<file path="src/rtl/rr_mux4_arbiter.sv">
// Round-robin arbiter in front of a shared 4:1 word mux, feeding a one-entry
// valid/ready output buffer, with a wrapping count of completed captures.
//
// state | meaning
// EMPTY | output buffer holds no word; any request is captured
// FULL  | output buffer holds out_data; capture only alongside a drain
module rr_mux4_arbiter #(
  parameter int WIDTH = 32,
  parameter int CNT_W = 16
) (
  input  logic             clk,
  input  logic             reset,
  input  logic [3:0]       req,
  input  logic [WIDTH-1:0] data0,
  input  logic [WIDTH-1:0] data1,
  input  logic [WIDTH-1:0] data2,
  input  logic [WIDTH-1:0] data3,
  output logic [3:0]       ack,
  output logic [1:0]       sel,
  output logic             out_valid,
  output logic [WIDTH-1:0] out_data,
  input  logic             out_ready,
  output logic [CNT_W-1:0] xfer_count
);

  typedef enum logic {
    EMPTY = 1'b0,
    FULL  = 1'b1
  } state_t;

  state_t           state_q, state_d;
  logic [1:0]       ptr_q;
  logic [1:0]       win;
  logic             any_req;
  logic             load;
  logic             drain;
  logic [WIDTH-1:0] mux_out;

  // First requester at or after the priority pointer, wrapping modulo 4.
  function automatic logic [1:0] pick_winner(input logic [3:0] r, input logic [1:0] p);
    logic [1:0] idx;
    logic [1:0] w;
    logic       found;
    w     = p;
    found = 1'b0;
    for (int k = 0; k < 4; k++) begin
      idx = p + 2'(k);
      if (!found && r[idx]) begin
        w     = idx;
        found = 1'b1;
      end
    end
    return w;
  endfunction

  assign any_req   = |req;
  assign win       = pick_winner(req, ptr_q);
  assign out_valid = (state_q == FULL);
  assign load      = any_req & (~out_valid | out_ready) & ~reset;
  assign drain     = out_valid & out_ready;

  always_comb begin
    ack = 4'b0000;
    sel = ptr_q;
    if (reset) begin
      sel = 2'd0;
    end else begin
      if (any_req) sel = win;
      if (load)    ack[win] = 1'b1;
    end
  end

  always_comb begin
    mux_out = data0;
    case (sel)
      2'd0:    mux_out = data0;
      2'd1:    mux_out = data1;
      2'd2:    mux_out = data2;
      2'd3:    mux_out = data3;
      default: mux_out = data0;
    endcase
  end

  always_ff @(posedge clk or posedge reset) begin
    if (reset) state_q <= EMPTY;
    else       state_q <= state_d;
  end

  always_comb begin
    state_d = state_q;
    case (state_q)
      EMPTY:   if (load) state_d = FULL;
      FULL:    if (drain && !load) state_d = EMPTY;
      default: state_d = EMPTY;
    endcase
  end

  // out_data deliberately holds its last word after a drain.
  always_ff @(posedge clk or posedge reset) begin
    if (reset) begin
      out_data   <= '0;
      ptr_q      <= 2'd0;
      xfer_count <= '0;
    end else if (load) begin
      out_data   <= mux_out;
      ptr_q      <= win + 2'd1;
      xfer_count <= xfer_count + CNT_W'(1);
    end
  end

endmodule

</file>
<file path="config.mk">
export PLATFORM = sky130hd
export DESIGN_NAME = rr_mux4_arbiter
export DESIGN_NICKNAME = d
export VERILOG_FILES = /design/src/rtl/rr_mux4_arbiter.sv
export SDC_FILE = /design/constraint.sdc
export NUM_CORES = 1
export LEC_CHECK = 0
export CAP_MARGIN = 20
export CORE_UTILIZATION = 35
export DETAILED_ROUTE_END_ITERATION = 7
export GPL_ROUTABILITY_DRIVEN = 0
export PLACE_DENSITY = 0.77
export SYNTH_ARGS = -nofsm -noshare
export SYNTH_HDL_FRONTEND = slang
export SYNTH_SLANG_ARGS = --single-unit
export TNS_END_PERCENT = 5
</file>
<file path="constraint.sdc">
create_clock -name clk -period 5.66 [get_ports clk]
set_input_delay 0.849 -clock clk [delete_from_list [all_inputs] [get_ports clk]]
set_output_delay 0.849 -clock clk [all_outputs]
set_load 0.005 [all_outputs]
</file>
==> impl_metrics.yaml, run 1 <==
cells_and_area:
  antenna_cells: 0
  multiInputGateArea_um2: 1620
  syn_to_final_growth_pct: 65.9
  fillerInstances: 697
  drive_above_1_share_pct: 5.93
  final_util_pct: 61.3
  nets: 611
  final-seq-area_um2: 1280
timing:
  finalHoldViolations: 0
  finalClockSkew_ps: 6.71
  tightest_slew_ps: 1070
  fin_crit_ps: 4240
  finalMaxSlewViolations: 0
  rsz0062_at_grt: "false"
  finalSetupTns_ps: 0
  clock.fmax_ghz: 0.236
  period_share_pct: 74.8
  setup_viol: 0
  hold_ws_ps: 485
  relSlewSlack_pct: 28.9
synth:
  synth_area_leader_cell: "dfrtp_1"
  yosys-mux-area-fraction_pct: 11.1
  syn_nets: 435
  synthTopCellsByArea: "dfrtp_1, mux2i_1, o32ai_1"
  synth_enable_flop_cells: 0
  synth-main-ff-cell: "dfrtp_1"
  ys_warn_count: 0
  syn_inst: 295
  synth-seq-cells: 51
  synthSimpleGateAreaFrac_pct: 13.2
  syn_area_per_cell_um2: 10.5
  yosysMostFrequentCell: "dfrtp_1"
  synth_top_area_share_pct: 41.2
  synth_xor_area_share_pct: 4.24
  synth_fa_ha_area_share_pct: 2.02
  yosys-top-cells-count: "dfrtp_1, nor3_1, mux2i_1, o32ai_1, a211oi_1"
  synth_top_family_by_area: "compound AO/OA/AOI/OAI gates"
  synth_compound_area_share_pct: 21.5
  synthDistinctLibCells: 35
  syn-cell-area_um2: 3100
  async_flop_share_pct: 100
  synth_seq_area_share_pct: 41.2
global_route:
  first_global_vias: 3160
  grt_util_all_layers_pct: 21.9
  antenna_found_initial: 0
  grt_pass1_wl_mm: 15.4
  overflow: 0
  grt_max_degree: 54
flow_run:
  maxCapViolCount: 0
status:
  status: "complete, no violations"
clocking:
  htree_levels: 2
  clock_latency_ps: 310
  clockBufferDepth: 2
  cts_buffers: 5
  cts-root-buf: "clkbuf_8"
  post-cts-setup-buffer-count: 0
  cts_resized: 0
  cts.sinks: 51
  cts_tree: "yes"
  cts_hold_buf: 0
  clk_pin_slew_ps: 90
placed_design:
  dpl.hpwl_mm: 7.47
  numPortBuffers: 189
route:
  postRouteAntennaNets: 0
  via_count: 3083
  drt_iter0_markers: 74
  firstDrtPassIters: 4
  wl_mm: 10.1
  drc: 0
  wire_per_inst_um: 17.4
  vias_per_cell: 5.34
pwr:
  peakVddDrop_mv: 0.170
  powerDensity_nw_per_um2: 307
  power_uw: 1580
  p_leak_uw: 0.00193
die:
  die_x_um: 96.1
  ioPinCount: 190
  row_count: 33
  start_util_pct: 36.9
  dieArea_um2: 9230
  core_um2: 8380
  die_y_um: 96.1
setup_path:
  required_ps: 4810
  cp.arrival_ps: 3390
  path_class: "input pin to output port"
  endpoint_kind: "output port"
  path_max_fanout: 16
  startpoint_type: "input pin"
worst_hold_path:
  worst_hold_path_type: "register to register"
==> layout by cell type, fill, tap and decap left out, drive strengths merged, types with 4 or more instances in the layout <==
cell	instances
buf	7
nor2	9
nand4	5
nand2b	5
nor2b	4
inv	5
nand2	7
and3	4
a211oi	32
and2	5
o32ai	32
clkdlybuf4s50	189
mux2i	32
xor2	8
nor3	34
o21ai	4
clkbuf	6
dfrtp	51
xnor2	7
ha	5
==> where the power goes <==
group	total, uW	internal, uW	switching, uW
Combinational	722	423	299
Sequential	557	471	85.7
Clock	300	177	123
Total	1580	1070	508
==> flip-flops by register name, summed over array words and instances, names as in the netlist <==
signal      count
ptr_q           2
xfer_count     16
out_valid       1
out_data       32
==> per-layer routing <==
layer,GRT usage [%],wire (um)
met1,27.6,4240
met2,37.9,5040
met3,4.11,634
met4,6.09,140
met5,0,0
==> worst max-delay path: stages <==
cell             delay (ps)
clkdlybuf4s50_1         600
a21oi_1                 110
o22a_1                  230
o21ai_2                 610
inv_1                   160
ha_1                    240
and2_1                  130
clkdlybuf4s50_1         440
==> stage by stage <==
step / std cells / setup slack, ps / cell area (um2)
finish: 577 / 1420 / 5140
global route: 577 / 1240 / 5140
CTS: 577 / 1440 / 5140
detailed placement: 569 / 1440 / 5010
global placement: 568 / 1540 / 4980
floorplan: 295 / 1970 / 3100
==> final timing paths <==
kind | start | to | slack (ps) | cells after the start
worst max-delay path | req[0] | ack[3] | 1420 | 8
worst min-delay path | xfer_count[15]$_DFFE_PP0P_ | xfer_count[15]$_DFFE_PP0P_ | 480 | 1
worst max register to register | ptr_q[1]$_DFFE_PP0P_ | out_data[8]$_DFFE_PP0P_ | 2910 | 6
worst min register to register | xfer_count[15]$_DFFE_PP0P_ | xfer_count[15]$_DFFE_PP0P_ | 480 | 1
max in group asynchronous | reset | out_data[8]$_DFFE_PP0P_ | 4120 | 3
min in group asynchronous | reset | out_valid$_DFF_PP0_ | 1070 | 3
==> logic make-up after synthesis <==
family	Yosys count
adders and majority gates	5
buffers and inverters	32
and+or+nand+nor	78
xor gates and xnor gates	15
AOI/OAI and AO/OA	80
DFF	51
muxes	34
==> final cells by class <==
| cell class | instances | share of cell area [%] |
|---|---|---|
| clock inverters | 2 | 1.17 |
| repair buffers | 196 | 38.2 |
| inverters | 5 | 0.365 |
| multi-input cells | 212 | 31.4 |
| well taps | 105 | 2.56 |
| flip-flops and latches | 51 | 24.8 |
| clock buffers | 6 | 1.41 |
No activity file was read; power rests on OpenSTA's default activity.
==> run 2: changes to the inputs <==
CORE_UTILIZATION = 34   (was 35)
PLACE_DENSITY = 0.78   (was 0.77)
clock period = 3.46 ns   (was 5.66 ns; I/O delays follow)
==> run 2 against run 1 <==
  * Power is 53% higher
  * Worst hold slack better by 4.5 ps
  * Global-route usage is 1.0 points lower
  * Die area is 2.9% higher
  * Routed wire length is 1.7% lower
  * Flip-flop and latch count stayed put
  * Largest cell class unchanged
  * Highest routed layer unchanged
==> impl_metrics.yaml, run 2 (same netlist as run 1, synthesis figures left out) <==
status:
  status: "complete, no violations"
placed_design:
  numPortBuffers: 189
  dpl.hpwl_mm: 7.37
  postPlaceCellArea_um2: 5020
cells_and_area:
  final-seq-area_um2: 1280
  antenna_cells: 0
  largest_reg_flops: 32
  fillerInstances: 795
  multiInputGateArea_um2: 1620
  syn_to_final_growth_pct: 65.0
  fin_area_um2: 5110
  final_common_cell: "clkdlybuf4s50_1"
  largest-register: "out_data"
  nets: 614
  drive_above_1_share_pct: 6.53
  layout_common_cells: "clkdlybuf4s50_1, dfrtp_1, nor3_1, mux2i_1, o32ai_1"
  reg_top3: "out_data x32, xfer_count x16, ptr_q x2"
setup_path:
  cp.arrival_ps: 2670
  path_max_fanout: 8
  r2r_slack_ps: 990
  r2r.worst_path.cells: 6
  path_class: "input pin to output port"
  required_ps: 2940
  startpoint_type: "input pin"
  endpoint_kind: "output port"
clocking:
  cts_resized: 0
  cts_tree: "yes"
  cts_buffers: 5
  clk_pin_slew_ps: 90
  htree_levels: 2
  cts-root-buf: "clkbuf_8"
  post-cts-setup-buffer-count: 0
  cts_hold_buf: 0
  clockBufferDepth: 2
  clock_latency_ps: 300
  cts.sinks: 51
die:
  core_um2: 8760
  row_count: 34
  dieArea_um2: 9490
  die_y_um: 97.4
  ioPinCount: 190
  start_util_pct: 35.3
  die_x_um: 97.4
route:
  drc: 0
  postRouteAntennaNets: 0
  via_count: 3158
  wire_per_inst_um: 17.0
  wl_mm: 9.88
  vias_per_cell: 5.42
  drt_iter0_markers: 43
  firstDrtPassIters: 4
global_route:
  antenna_found_initial: 0
  grt_util_all_layers_pct: 20.8
  grt_max_degree: 53
  grt_use_met1_pct: 25.7
  grt_pass1_wl_mm: 16.1
  first_global_vias: 3331
  use_met3_pct: 3.96
  use_met2_pct: 37.3
  busiest_layer: "met2"
  overflow: 0
timing:
  tightest_slew_ps: 952
  finalHoldViolations: 0
  period_share_pct: 92.1
  clock.fmax_ghz: 0.314
  relSlewSlack_pct: 36.6
  rsz0062_at_grt: "false"
  fin_crit_ps: 3190
  finalSetupTns_ps: 0
  finalMaxSlewViolations: 0
  finalClockSkew_ps: 6.22
  setup_viol: 0
pwr:
  p_leak_uw: 0.00192
  peakVddDrop_mv: 0.243
  powerDensity_nw_per_um2: 474
worst_hold_path:
  hold_path_depth: 1
  worst_hold_path_type: "register to register"
flow_run:
  maxCapViolCount: 0
## run 2: changes by cell type in the layout (fill, tap and decap cells not counted), sizes merged
| cell | before | now |
|---|---|---|
| buf | 7 | 10 |
| clkinv | 0 | 1 |
| clkinvlp | 0 | 1 |
| bufinv | 2 | 0 |
## run 2: metal layers
metal	part of all wire, %	routed length (um)
met4	1.7	164
met1	42	4110
met5	0	0
met3	6.2	616
met2	50	4990
## run 2: area by class of cell
type / instances / share of cell area, %
clock buffer: 6 / 1.42
inverter: 5 / 0.367
clock inverter: 2 / 0.245
sequential: 51 / 25.0
timing repair buffer: 199 / 38.7
multi-input combinational: 212 / 31.6
tap: 108 / 2.64
## run 2: where the power goes
group,internal [uW],leakage (uW),switching (uW),total (uW)
clock network,142,0.0000412,203,345
registers,770,0.000592,140,910
logic,687,0.00129,479,1170
## run 2: critical path: stages
cell and delay (ps):
clkdlybuf4s50_1 630, nor2b_1 110, o21ai_0 160, a21bo_2 240
nor2_1 180, inv_1 90, ha_1 180, and2_1 130
clkdlybuf4s50_1 430
## run 2: worst paths after layout
check	startpoint	end
setup / recovery	req[3]	ack[2]
hold reg to reg	xfer_count[15]$_DFFE_PP0P_	xfer_count[15]$_DFFE_PP0P_
setup reg to reg	ptr_q[1]$_DFFE_PP0P_	out_data[15]$_DFFE_PP0P_
hold / removal	xfer_count[15]$_DFFE_PP0P_	xfer_count[15]$_DFFE_PP0P_
max in group asynchronous	reset	out_data[31]$_DFFE_PP0P_
min in group asynchronous	reset	ptr_q[1]$_DFFE_PP0P_
## run 2: metrics by stage
| step | setup slack [ps] | util [%] | total power (uW) | instances | hold slack, ps |
|---|---|---|---|---|---|
| floorplan | 426 | - | 1430 | 295 | 465 |
| detailed placement | 267 | 57.3 | 2090 | 575 | 490 |
| global placement | 354 | 57.3 | 2060 | 575 | 456 |
| finish | 272 | 58.3 | 2420 | 583 | 489 |
| CTS | 268 | 58.3 | 2440 | 583 | 507 |
| global route | 81.5 | 58.3 | 2570 | 583 | 519 |
==> run 3: changes to the inputs <==
GPL_ROUTABILITY_DRIVEN = unset   (was 0)
GPL_TIMING_DRIVEN = 0   (was unset)
==> run 3 against run 2 <==
  * Core utilization rose by 2.0 points
  * Sequential share of layout area fell by 0.82 points
  * Highest routed layer unchanged
  * Largest cell class unchanged
  * First-iteration DRC count up 120%
==> impl_metrics.yaml, run 3 (same netlist as run 1, synthesis figures left out) <==
setup_path:
  cp.arrival_ps: 2820
  endpoint_kind: "output port"
  r2r.worst_path.cells: 8
  cp_cell_sequence: "clkdlybuf4s50_1 > a21oi_1 > o22a_1 > o21ai_4 > buf_4 > inv_1 > ha_1 > and2_1 > clkdlybuf4s50_1"
  crit_path_max_incr_delay_ps: 600
  path_max_fanout: 11
  crit_top_cell: "clkdlybuf4s50_1"
  required_ps: 2940
  startpoint_type: "input pin"
  cpLargestDelayFamily: "buffers and inverters"
  crit_slowest_cell: "clkdlybuf4s50_1"
  r2r_slack_ps: 1230
  path_class: "input pin to output port"
  r2r-end: "out_data[1]$_DFFE_PP0P_"
  crit_buf_inv: 4
  r2r-start: "ptr_q[1]$_DFFE_PP0P_"
cells_and_area:
  largest_reg_flops: 32
  antenna_cells: 0
  drive_above_1_share_pct: 8.15
  largest-register: "out_data"
  final_common_cell: "clkdlybuf4s50_1"
  fin_area_um2: 5280
  reg_top3: "out_data x32, xfer_count x16, ptr_q x2"
  syn_to_final_growth_pct: 70.6
  nets: 630
  layout_common_cells: "clkdlybuf4s50_1, dfrtp_1, nor3_1, mux2i_1, o32ai_1"
status:
  status: "complete, no violations"
clocking:
  cts-root-buf: "clkbuf_8"
  clock_latency_ps: 310
  cts_hold_buf: 0
  clk_pin_slew_ps: 100
  cts.sinks: 51
  cts_buffers: 5
  cts_tree: "yes"
  htree_levels: 2
  clockBufferDepth: 2
global_route:
  grt_pass1_wl_mm: 16.9
  grt_max_degree: 29
  grt_util_all_layers_pct: 22.1
  antenna_found_initial: 0
  first_global_vias: 3394
  overflow: 0
route:
  drc: 0
  postRouteAntennaNets: 0
  drt_iter0_markers: 93
  firstDrtPassIters: 4
  via_count: 3254
  wl_mm: 10.5
  wire_per_inst_um: 17.5
  vias_per_cell: 5.43
timing:
  finalClockSkew_ps: 10.5
  period_share_pct: 96.6
  hold_ws_ps: 478
  rsz0062_at_grt: "false"
  setup_viol: 0
  clock.fmax_ghz: 0.299
  finalHoldViolations: 0
  finalMaxSlewViolations: 0
  fin_ws_ps: 116
  relSlewSlack_pct: 63.2
  fin_crit_ps: 3340
  tightest_slew_ps: 553
placed_design:
  gp_congestion: 0.807
  numPortBuffers: 188
  dpl.hpwl_mm: 8.17
  pre_cts_slack_ps: -439
  postPlaceCellArea_um2: 5130
pwr:
  power_uw: 2610
  swShare_pct: 32.4
  p_int_uw: 1770
  combPwrFrac_pct: 46.4
  seq_power_share_pct: 34.4
  peakVddDrop_mv: 0.245
  powerDensity_nw_per_um2: 494
  p_switching_uw: 846
  clkPwrFrac_pct: 19.2
  p_leak_uw: 0.00201
worst_hold_path:
  hold_path_depth: 1
  worstHoldStart: "xfer_count[15]$_DFFE_PP0P_"
  holdPathEnd: "xfer_count[15]$_DFFE_PP0P_"
  worst_hold_path_type: "register to register"
die:
  core_um2: 8760
  start_util_pct: 35.3
  dieArea_um2: 9490
  die_x_um: 97.4
  die_y_um: 97.4
  ioPinCount: 190
  row_count: 34
flow_run:
  maxCapViolCount: 0
## run 3: cell type report
| type | instances | area (um2) |
|---|---|---|
| tap | 108 | 135 |
| fill | 770 | 3480 |
| clock inverter | 3 | 67.6 |
| clock buffer | 5 | 68.8 |
| inverter | 5 | 21.3 |
| timing repair buffer | 189 | 1900 |
| multi-input combinational | 212 | 1620 |
| buffer | 26 | 191 |
| sequential | 51 | 1280 |
## run 3: worst max-delay path by stage
stage / slack [ps] / cells past startpoint / end / startpoint
CTS: 20 / 9 / ack[3] / req[0]
global route: 4 / 9 / ack[3] / req[0]
global placement: -1280 / 7 / ack[3] / reset
detailed placement: -440 / 9 / ack[3] / req[0]
floorplan: 430 / 5 / ack[0] / reset
finish: 120 / 9 / ack[3] / req[0]
## run 3: what timing repair did
item | 4_1_cts | 5_1_grt
pin swaps | 0 | 0
endpoints found under the setup margin | 4 | 4
buffers inserted | 0 | 0
resized for setup | 4 | 2
## run 3: per-stage QoR
step | TNS [ps] | cells | utilization (%)
2_1_floorplan | 0 | 295 | -
3_3_place_gp | -27690 | 591 | 58.4
3_5_place_dp | -1610 | 592 | 58.6
4_1_cts | 0 | 600 | 60.3
5_1_grt | 0 | 599 | 60.3
6_report | 0 | 599 | 60.3
## run 3: power groups by stage
stage	clock (uW)	combinational, uW	sequential [uW]
floorplan	0	527	905
global placement	0	1190	902
detailed placement	0	1210	908
CTS	512	1220	898
global route	535	1310	923
finish	501	1210	899
## run 3: layer usage
layer	up-vias	track usage, %	share of wire [%]
met4	0	5.88	1.4
met5	-	0	0
li1	1529	-	-
met2	141	39.9	52
met1	1568	26.7	41
met3	16	4.46	6.3
